<file path="src/rtl/mold_pkg.sv">
// mold_pkg: shared state encoding and default widths for the mold feed arbiter
package mold_pkg;
  typedef enum logic [1:0] {IDLE, BUSY, ABORT, DRAIN} state_t;
  localparam int AXI_DATA_W_DEF = 64;
  localparam int AXI_KEEP_W_DEF = AXI_DATA_W_DEF / 8;
  localparam int TO_CYC_DEF     = 200;
endpackage

</file>
<file path="src/rtl/mold_feed_arb.sv">
// mold_feed_arb: packet-granular round-robin arbiter of two UDP feeds into the moldudp64 parser
module mold_feed_arb
  import mold_pkg::*;
#(
  parameter int AXI_DATA_W = AXI_DATA_W_DEF,
  parameter int AXI_KEEP_W = AXI_DATA_W / 8,
  parameter int TO_W       = 8,
  parameter int TO_CYC     = TO_CYC_DEF
) (
  input  logic                  clk,
  input  logic                  nreset,
  input  logic                  s0_axis_tvalid_i,
  input  logic [AXI_KEEP_W-1:0] s0_axis_tkeep_i,
  input  logic [AXI_DATA_W-1:0] s0_axis_tdata_i,
  input  logic                  s0_axis_tlast_i,
  input  logic                  s0_axis_tuser_i,
  output logic                  s0_axis_tready_o,
  input  logic                  s1_axis_tvalid_i,
  input  logic [AXI_KEEP_W-1:0] s1_axis_tkeep_i,
  input  logic [AXI_DATA_W-1:0] s1_axis_tdata_i,
  input  logic                  s1_axis_tlast_i,
  input  logic                  s1_axis_tuser_i,
  output logic                  s1_axis_tready_o,
  output logic                  m_axis_tvalid_o,
  output logic [AXI_KEEP_W-1:0] m_axis_tkeep_o,
  output logic [AXI_DATA_W-1:0] m_axis_tdata_o,
  output logic                  m_axis_tlast_o,
  output logic                  m_axis_tuser_o,
  input  logic                  m_axis_tready_i,
  output logic [1:0]            grant_o,
  output logic                  abort_v_o
);
  state_t state, state_nx;
  logic ptr, ptr_nx, gsel, gsel_nx, gv, gl;
  logic [TO_W-1:0] cnt, cnt_nx;
  assign gv = gsel ? s1_axis_tvalid_i : s0_axis_tvalid_i;
  assign gl = gsel ? s1_axis_tlast_i : s0_axis_tlast_i;
  assign grant_o = (state == IDLE) ? 2'b00 : {gsel, !gsel};
  always_ff @(posedge clk) begin
    if (nreset) begin
      state <= IDLE;
      ptr   <= 1'b0;
      gsel  <= 1'b0;
      cnt   <= '0;
    end else begin
      state <= state_nx;
      ptr   <= ptr_nx;
      gsel  <= gsel_nx;
      cnt   <= cnt_nx;
    end
  end
  always_comb begin
    state_nx         = state;
    ptr_nx           = ptr;
    gsel_nx          = gsel;
    cnt_nx           = cnt;
    m_axis_tvalid_o  = 1'b0;
    m_axis_tkeep_o   = '0;
    m_axis_tdata_o   = '0;
    m_axis_tlast_o   = 1'b0;
    m_axis_tuser_o   = 1'b0;
    s0_axis_tready_o = 1'b0;
    s1_axis_tready_o = 1'b0;
    abort_v_o        = 1'b0;
    case (state)
      IDLE: if (s0_axis_tvalid_i | s1_axis_tvalid_i) begin
        gsel_nx  = (s0_axis_tvalid_i & s1_axis_tvalid_i) ? ptr : s1_axis_tvalid_i;
        cnt_nx   = '0;
        state_nx = BUSY;
      end
      BUSY: begin
        m_axis_tvalid_o  = gv;
        m_axis_tkeep_o   = gsel ? s1_axis_tkeep_i : s0_axis_tkeep_i;
        m_axis_tdata_o   = gsel ? s1_axis_tdata_i : s0_axis_tdata_i;
        m_axis_tlast_o   = gl;
        m_axis_tuser_o   = gsel ? s1_axis_tuser_i : s0_axis_tuser_i;
        s0_axis_tready_o = !gsel & m_axis_tready_i;
        s1_axis_tready_o = gsel & m_axis_tready_i;
        cnt_nx = gv ? '0 : (cnt == '1) ? cnt : cnt + TO_W'(1);
        // abort once this idle cycle brings the stall count up to TO_CYC
        if (gv & m_axis_tready_i & gl) begin
          state_nx = IDLE;
          ptr_nx   = !gsel;
        end else if (!gv && cnt >= TO_W'(TO_CYC - 1))
          state_nx = ABORT;
      end
      ABORT: begin
        m_axis_tvalid_o = 1'b1;
        m_axis_tlast_o  = 1'b1;
        m_axis_tuser_o  = 1'b1;
        abort_v_o       = m_axis_tready_i;
        state_nx        = m_axis_tready_i ? DRAIN : ABORT;
      end
      DRAIN: begin
        s0_axis_tready_o = !gsel;
        s1_axis_tready_o = gsel;
        if (gv & gl) begin
          state_nx = IDLE;
          ptr_nx   = !gsel;
        end
      end
      default: state_nx = IDLE;
    endcase
  end
endmodule

</file>
<file path="config.mk">
export PLATFORM = sky130hd
export DESIGN_NAME = mold_feed_arb
export DESIGN_NICKNAME = d
export VERILOG_FILES = /design/src/rtl/mold_pkg.sv /design/src/rtl/mold_feed_arb.sv
export SDC_FILE = /design/constraint.sdc
export NUM_CORES = 1
export LEC_CHECK = 0
export ABC_AREA = 0
export ABC_CLOCK_PERIOD_IN_PS = 2200
export CORE_MARGIN = 4
export CORE_UTILIZATION = 27
export CTS_BUF_LIST = sky130_fd_sc_hd__clkbuf_16
export DETAILED_ROUTE_END_ITERATION = 8
export PLACE_DENSITY_LB_ADDON = 0.3
export SLEW_MARGIN = 20
export SYNTH_ARGS = -nofsm -noshare
export SYNTH_HDL_FRONTEND = slang
export SYNTH_SLANG_ARGS = --single-unit
</file>
<file path="constraint.sdc">
create_clock -name clk -period 2.2 [get_ports clk]
set_input_delay 0.44 -clock clk [delete_from_list [all_inputs] [get_ports clk]]
set_output_delay 0.44 -clock clk [all_outputs]
set_load 0.02 [all_outputs]
</file>
==> results of run 1 <==
power by group through the flow:
stage	logic (mW)	registers, mW	clock network, mW
floorplan	1.37	0.255	0
global placement	2.68	0.278	0
detailed placement	2.69	0.278	0
CTS	2.55	0.264	0.346
global route	2.71	0.269	0.359
finish	2.52	0.266	0.342
logic make-up (layout without fill, tap and decap cells):
logic type                 after synthesis  in the layout  share of synthesized area (%)
and+or+nand+nor                        119            119                           28.3
AOI/OAI and AO/OA                       29             29                           10.1
buffers and inverters                   23            265                           5.03
muxes                                   80             80                           41.1
adders and majority gates                5              5                           3.18
DFF                                     12             12                           12.2
cell usage in the layout (no fill, tap or decap), types with 5 or more instances in the layout:
master,n
a21oi_1,5
buf_4,20
clkbuf_2,14
clkdlybuf4s50_1,152
dfxtp_1,10
dlygate4sd2_1,63
ha_1,5
mux2i_1,77
nand2b_1,5
nor2_1,85
o21ai_0,7
routing by layer:
layer | vias up | track usage (%) | share of wire, %
met3 | 11 | 7.96 | 8.2
li1 | 1437 | - | -
met2 | 104 | 44.4 | 54
met4 | 0 | 3.42 | 1.3
met1 | 1311 | 26.2 | 36
met5 | - | 0 | 0
area by class of cell:
cell class                      instances  area (um^2)  area share, %
Clock inverter                          1         3.75         0.0831
Timing Repair Buffer                  256         2430           53.7
Sequential cell                        12          245           5.43
Clock buffer                            3         75.1           1.66
Tap cell                               96          120           2.66
Inverter                                5         21.3          0.471
Multi-Input combinational cell        233         1630           36.0
critical path: cells and delay by family:
kind / cells / cell delay (ps)
simple gates: 1 / 80
mux: 1 / 280
compound gates: 1 / 160
buf+inv: 3 / 740
final timing paths:
check	end	startpoint	slack (ps)
worst max-delay path	m_axis_tvalid_o	s0_axis_tvalid_i	60
worst max register to register	state[0]	state[0]	280
worst min-delay path	cnt[1]	cnt[1]	510
worst min register to register	cnt[1]	cnt[1]	510
timing repair:
item,4_1_cts,5_1_grt
cloned,1,0
gates resized for setup,81,29
buffers inserted,3,1
endpoints found under the setup margin,79,17
pin swaps,0,0
hold buffers,0,0
per-stage QoR:
stage                     std cells  utilization (%)  cell area [um^2]
after CTS                       605             65.7              4560
after floorplan                 268                -              1960
after global routing            606             65.1              4520
after global placement          597             65.1              4520
after detailed placement        597             65.1              4520
final                           606             65.1              4520
flip-flops by register name, summed over array words and instances (netlist names), named ones only:
| register | cells |
|---|---|
| cnt | 8 |
| gsel | 1 |
| ptr | 1 |
| state | 1 |
==> results.json, run 1 <==
{
  "worstPathArrival_ps": 1700,
  "antenna_cells": 0,
  "rsz0062_at_grt": "false",
  "clock.fmax_mhz": 467,
  "cellLeakagePower_nw": 1.97,
  "dpl.hpwl_mm": 9.24,
  "slowest_delay_ps": 420,
  "ys_ff_latch": 12,
  "internal_power_mw": 1.63,
  "die_h_um": 93.3,
  "min_path_cells": 2,
  "timing_hold_violations_final": 0,
  "core_mm2": 0.00694,
  "cts_sinks": 12,
  "fill_cells": 611,
  "setup_viol": 0,
  "p_clk_share_pct": 10.9,
  "endpoint_kind": "output pin",
  "hold_slack_ps": 505,
  "dieArea_mm2": 0.00870,
  "netSwitchingPower_mw": 1.50,
  "synth.top_cells.by_count": "85 x nor2_1, 77 x mux2i_1, 12 x dfxtp_1",
  "worst_pin_slew_ps": 392,
  "route.detailed.drc": 0,
  "setup_ws_ps": 59.0,
  "worstSetupStartpointType": "primary input",
  "r2r_cells": 6,
  "timing.final.crit_share_pct": 97.3,
  "ant_nets": 0,
  "grt_pass1_wl_mm": 15.9,
  "cp_max_fo": 5,
  "powerDensity_mw_per_mm2": 693,
  "required_ps": 1760,
  "dr_total_vias": 2863,
  "antenna_found_initial": 0,
  "cts_buffers": 3,
  "gp_congestion": 0.896,
  "area_delta_synth_final_pct": 130,
  "synth_area_mm2": 0.00196,
  "synth_cell_types": 40,
  "post-route-min-period_ps": 2140,
  "switching_share_pct": 48.0,
  "drt_iter0_drc": 90,
  "async_reset_ff_share_pct": 0,
  "synth_top_cell_by_area": "mux2i_1",
  "avgViaCountPerCell": 4.72,
  "path_class": "primary input to output pin",
  "p_seq_share_pct": 8.5,
  "grt_usage_pct": 23.7,
  "grt_overflow_total": 0,
  "cts_tree": "yes",
  "clockBufferDepth": 2,
  "synth_edf_count": 0,
  "cts-root-buf": "clkbuf_16",
  "synthFlopType": "dfxtp_1",
  "clock_latency_ps": 240,
  "critPathSlowestCell": "clkdlybuf4s50_1",
  "syn-num-nets": 426,
  "fin_tns_setup_ps": 0,
  "synth_top_area_share_pct": 39.2,
  "comb_power_share_pct": 80.6,
  "rows": 30,
  "initial_utilization_pct": 28.3,
  "place_ws_ps": -112,
  "nets": 669,
  "ys_warn_count": 0,
  "grt_max_degree": 21,
  "detail_route.wirelength_mm": 10.8,
  "finalMaxSlewViolations": 0,
  "report.power.total_mw": 3.13,
  "crit_path_cell_trace": "clkdlybuf4s50_1 > mux2_4 > buf_4 > a21oi_1 > nor2b_1 > buf_4",
  "ir_worst_vdd_uv": 335,
  "grt_pass1_vias": 2949,
  "ios": 233,
  "synthTopCellsByArea": "mux2i_1 39%, nor2_1 16%, dfxtp_1 12%, ha_1 3.2%, buf_2 1.8%",
  "htreeDepth": 1,
  "drive_above_1_share_pct": 10.4,
  "fin_skew_ps": 2.05,
  "synth_cells": 268,
  "slew_headroom_pct": 73.2,
  "routedWlPerCell_um": 17.9,
  "die_w_um": 93.3,
  "path_clk_slew_ps": 40,
  "hold_class": "flop to flop",
  "cp_common_cell": "buf_4",
  "firstDrtPassIters": 6,
  "drv_cap": 0,
  "status": "complete, no violations",
  "portBuffers": 232,
  "yosysMostFrequentCell": "nor2_1",
  "syn_avg_cell_area_um2": 7.33,
  "yosysSeqAreaShare_pct": 12.2
}
Power figures use the tool's default switching activity.
==> inputs of run 2 (changes only) <==
--- a/config.mk
+++ b/config.mk
@@ -7,11 +7,13 @@
 export LEC_CHECK = 0
 export ABC_AREA = 0
 export ABC_CLOCK_PERIOD_IN_PS = 2200
+export CAP_MARGIN = 20
 export CORE_MARGIN = 4
 export CORE_UTILIZATION = 27
 export CTS_BUF_LIST = sky130_fd_sc_hd__clkbuf_16
 export DETAILED_ROUTE_END_ITERATION = 8
 export PLACE_DENSITY_LB_ADDON = 0.3
+export REMOVE_ABC_BUFFERS = 1
 export SLEW_MARGIN = 20
 export SYNTH_ARGS = -nofsm -noshare
 export SYNTH_HDL_FRONTEND = slang
==> run 2 against run 1 <==
Critical path depth did not move. Global-route usage rose by 1.5 points. Maximum frequency fell by 0.35%. Final cell count rose by 0.17%. Register-to-register slack got worse by 120 ps. First-iteration DRC count rose by 13%. Clock skew rose by 1.9 ps. Sequential cell count did not move. Worst hold slack got worse by 3.1 ps. Routed wire length rose by 8.1%. Clock-buffer cell count did not move.
==> results.json, run 2 (same netlist as run 1, synthesis figures left out) <==
{
  "status": "complete, no violations",
  "netSwitchingPower_mw": 1.57,
  "slew_headroom_pct": 59.9,
  "comb_power_share_pct": 81.4,
  "hold_class": "flop to flop",
  "place_area_mm2": 0.00449,
  "endpoint_kind": "output pin",
  "largest_reg_flops": 8,
  "cts_tree": "yes",
  "route.detailed.drc": 0,
  "timing_hold_violations_final": 0,
  "top_register": "cnt",
  "final_cells": 607,
  "portBuffers": 232,
  "dpl.cell_count": 596,
  "grt_pass1_wl_mm": 16.9,
  "critPathSlowestCell": "dfxtp_1",
  "path_delay_family": "buffers and inverters",
  "rows": 30,
  "grt_usage_pct": 25.2,
  "r2r-start": "gsel",
  "die_w_um": 93.3,
  "r2r_cells": 6,
  "place_ws_ps": -188,
  "path_class": "flop to output pin",
  "grt_pass1_vias": 3086,
  "min_path_cells": 2,
  "slowest_delay_ps": 350,
  "endpoint": "m_axis_tdata_o[20]",
  "drt_iter0_drc": 102,
  "setup_viol": 0,
  "dpl.hpwl_mm": 9.49,
  "design_area_mm2": 0.00464,
  "dr_total_vias": 2884,
  "nets": 670,
  "layout_common_cells": "152 x clkdlybuf4s50_1, 85 x nor2_1, 77 x mux2i_1, 48 x dlygate4sd2_1, 21 x clkdlybuf4s15_1",
  "drv_cap": 0,
  "clock.fmax_mhz": 465,
  "gp_congestion": 0.902,
  "cts_buffers": 3,
  "cp_max_fo": 21,
  "core_mm2": 0.00694,
  "setup_ws_ps": 51.5,
  "post-route-min-period_ps": 2150,
  "antenna_found_initial": 0,
  "fin_skew_ps": 3.99,
  "worst_pin_slew_ps": 599,
  "timing.final.crit_share_pct": 97.7,
  "path_clk_slew_ps": 50,
  "hold_slack_ps": 502,
  "htreeDepth": 1,
  "ant_nets": 0,
  "crit_path_cell_trace": "inv_1 > ha_1 > inv_4 > bufbuf_16 > nor2_1 > dlygate4sd2_1",
  "powerDensity_mw_per_mm2": 710,
  "cts-root-buf": "clkbuf_16",
  "path_buf_inv": 4,
  "worstSetupStartpointType": "flop",
  "initial_utilization_pct": 28.3,
  "required_ps": 1760,
  "die_h_um": 93.3,
  "grt_max_degree": 30,
  "avgViaCountPerCell": 4.75,
  "clock_latency_ps": 250,
  "cellLeakagePower_nw": 1.98,
  "clockBufferDepth": 2,
  "switching_share_pct": 47.5,
  "ir_worst_vdd_uv": 384,
  "reg2reg_to": "state[0]",
  "routedWlPerCell_um": 19.3,
  "detail_route.wirelength_mm": 11.7,
  "worstPathArrival_ps": 1710,
  "grt_overflow_total": 0,
  "ios": 233,
  "antenna_cells": 0,
  "cts_hold_buf": 0,
  "cp.depth": 6,
  "cts_sinks": 12,
  "dieArea_mm2": 0.00870,
  "final_common_cell": "clkdlybuf4s50_1",
  "p_seq_share_pct": 8.1,
  "drive_above_1_share_pct": 9.39,
  "area_delta_synth_final_pct": 136,
  "r2r_setup_slack_ps": 160,
  "finalMaxSlewViolations": 0,
  "firstDrtPassIters": 4,
  "internal_power_mw": 1.73,
  "p_clk_share_pct": 10.5
}
==> run 2: per-stage QoR <==
| step | setup TNS (ps) | total power, mW | utilization (%) |
|---|---|---|---|
| floorplan | -146490 | 1.63 | - |
| global placement | -545 | 2.96 | 64.7 |
| detailed placement | -605 | 2.97 | 64.7 |
| CTS | 0 | 3.22 | 66.3 |
| global route | -42.3 | 3.51 | 66.9 |
| finish | 0 | 3.30 | 66.9 |
==> run 2: worst min-delay path by stage <==
stage | end | start | slack, ps
finish | ptr | ptr | 500
CTS | ptr | ptr | 500
detailed placement | ptr | ptr | 500
global placement | ptr | ptr | 470
global route | cnt[3] | cnt[3] | 570
floorplan | ptr | ptr | 450
==> run 2: what timing repair did <==
action                     CTS  global route
buffers inserted             3             1
gates cloned                 2             1
gates resized for setup     78            35
setup endpoints to repair   76            24
==> run 2: power by group through the flow <==
stage	Combinational (mW)	Sequential, mW	Clock (mW)
4_1_cts	2.61	0.267	0.348
2_1_floorplan	1.29	0.345	0
3_3_place_gp	2.68	0.277	0
5_1_grt	2.87	0.271	0.363
6_report	2.68	0.267	0.347
3_5_place_dp	2.70	0.277	0
==> run 2: area by class of cell <==
cell class                 instances  area [um^2]
tap                               96          120
clock inverter                     1         3.75
sequential                        12          244
multi-input combinational        233         1630
clock buffer                       3         75.1
inverter                           5         21.3
timing repair buffer             257         2550
fill                             604         2300
==> run 2: routing by layer <==
layer / track usage (%) / up-vias / wire [um]
met5: 0 / - / 0
met4: 8.18 / 0 / 352
met3: 9.41 / 29 / 994
met2: 42.5 / 120 / 5820
met1: 29.3 / 1298 / 4530
li1: - / 1437 / -
==> run 2: worst min-delay path, cell delays in order, from the launching register on <==
cell and delay [ps]:
dfxtp_1 320, mux2i_1 70, nor2_1 70
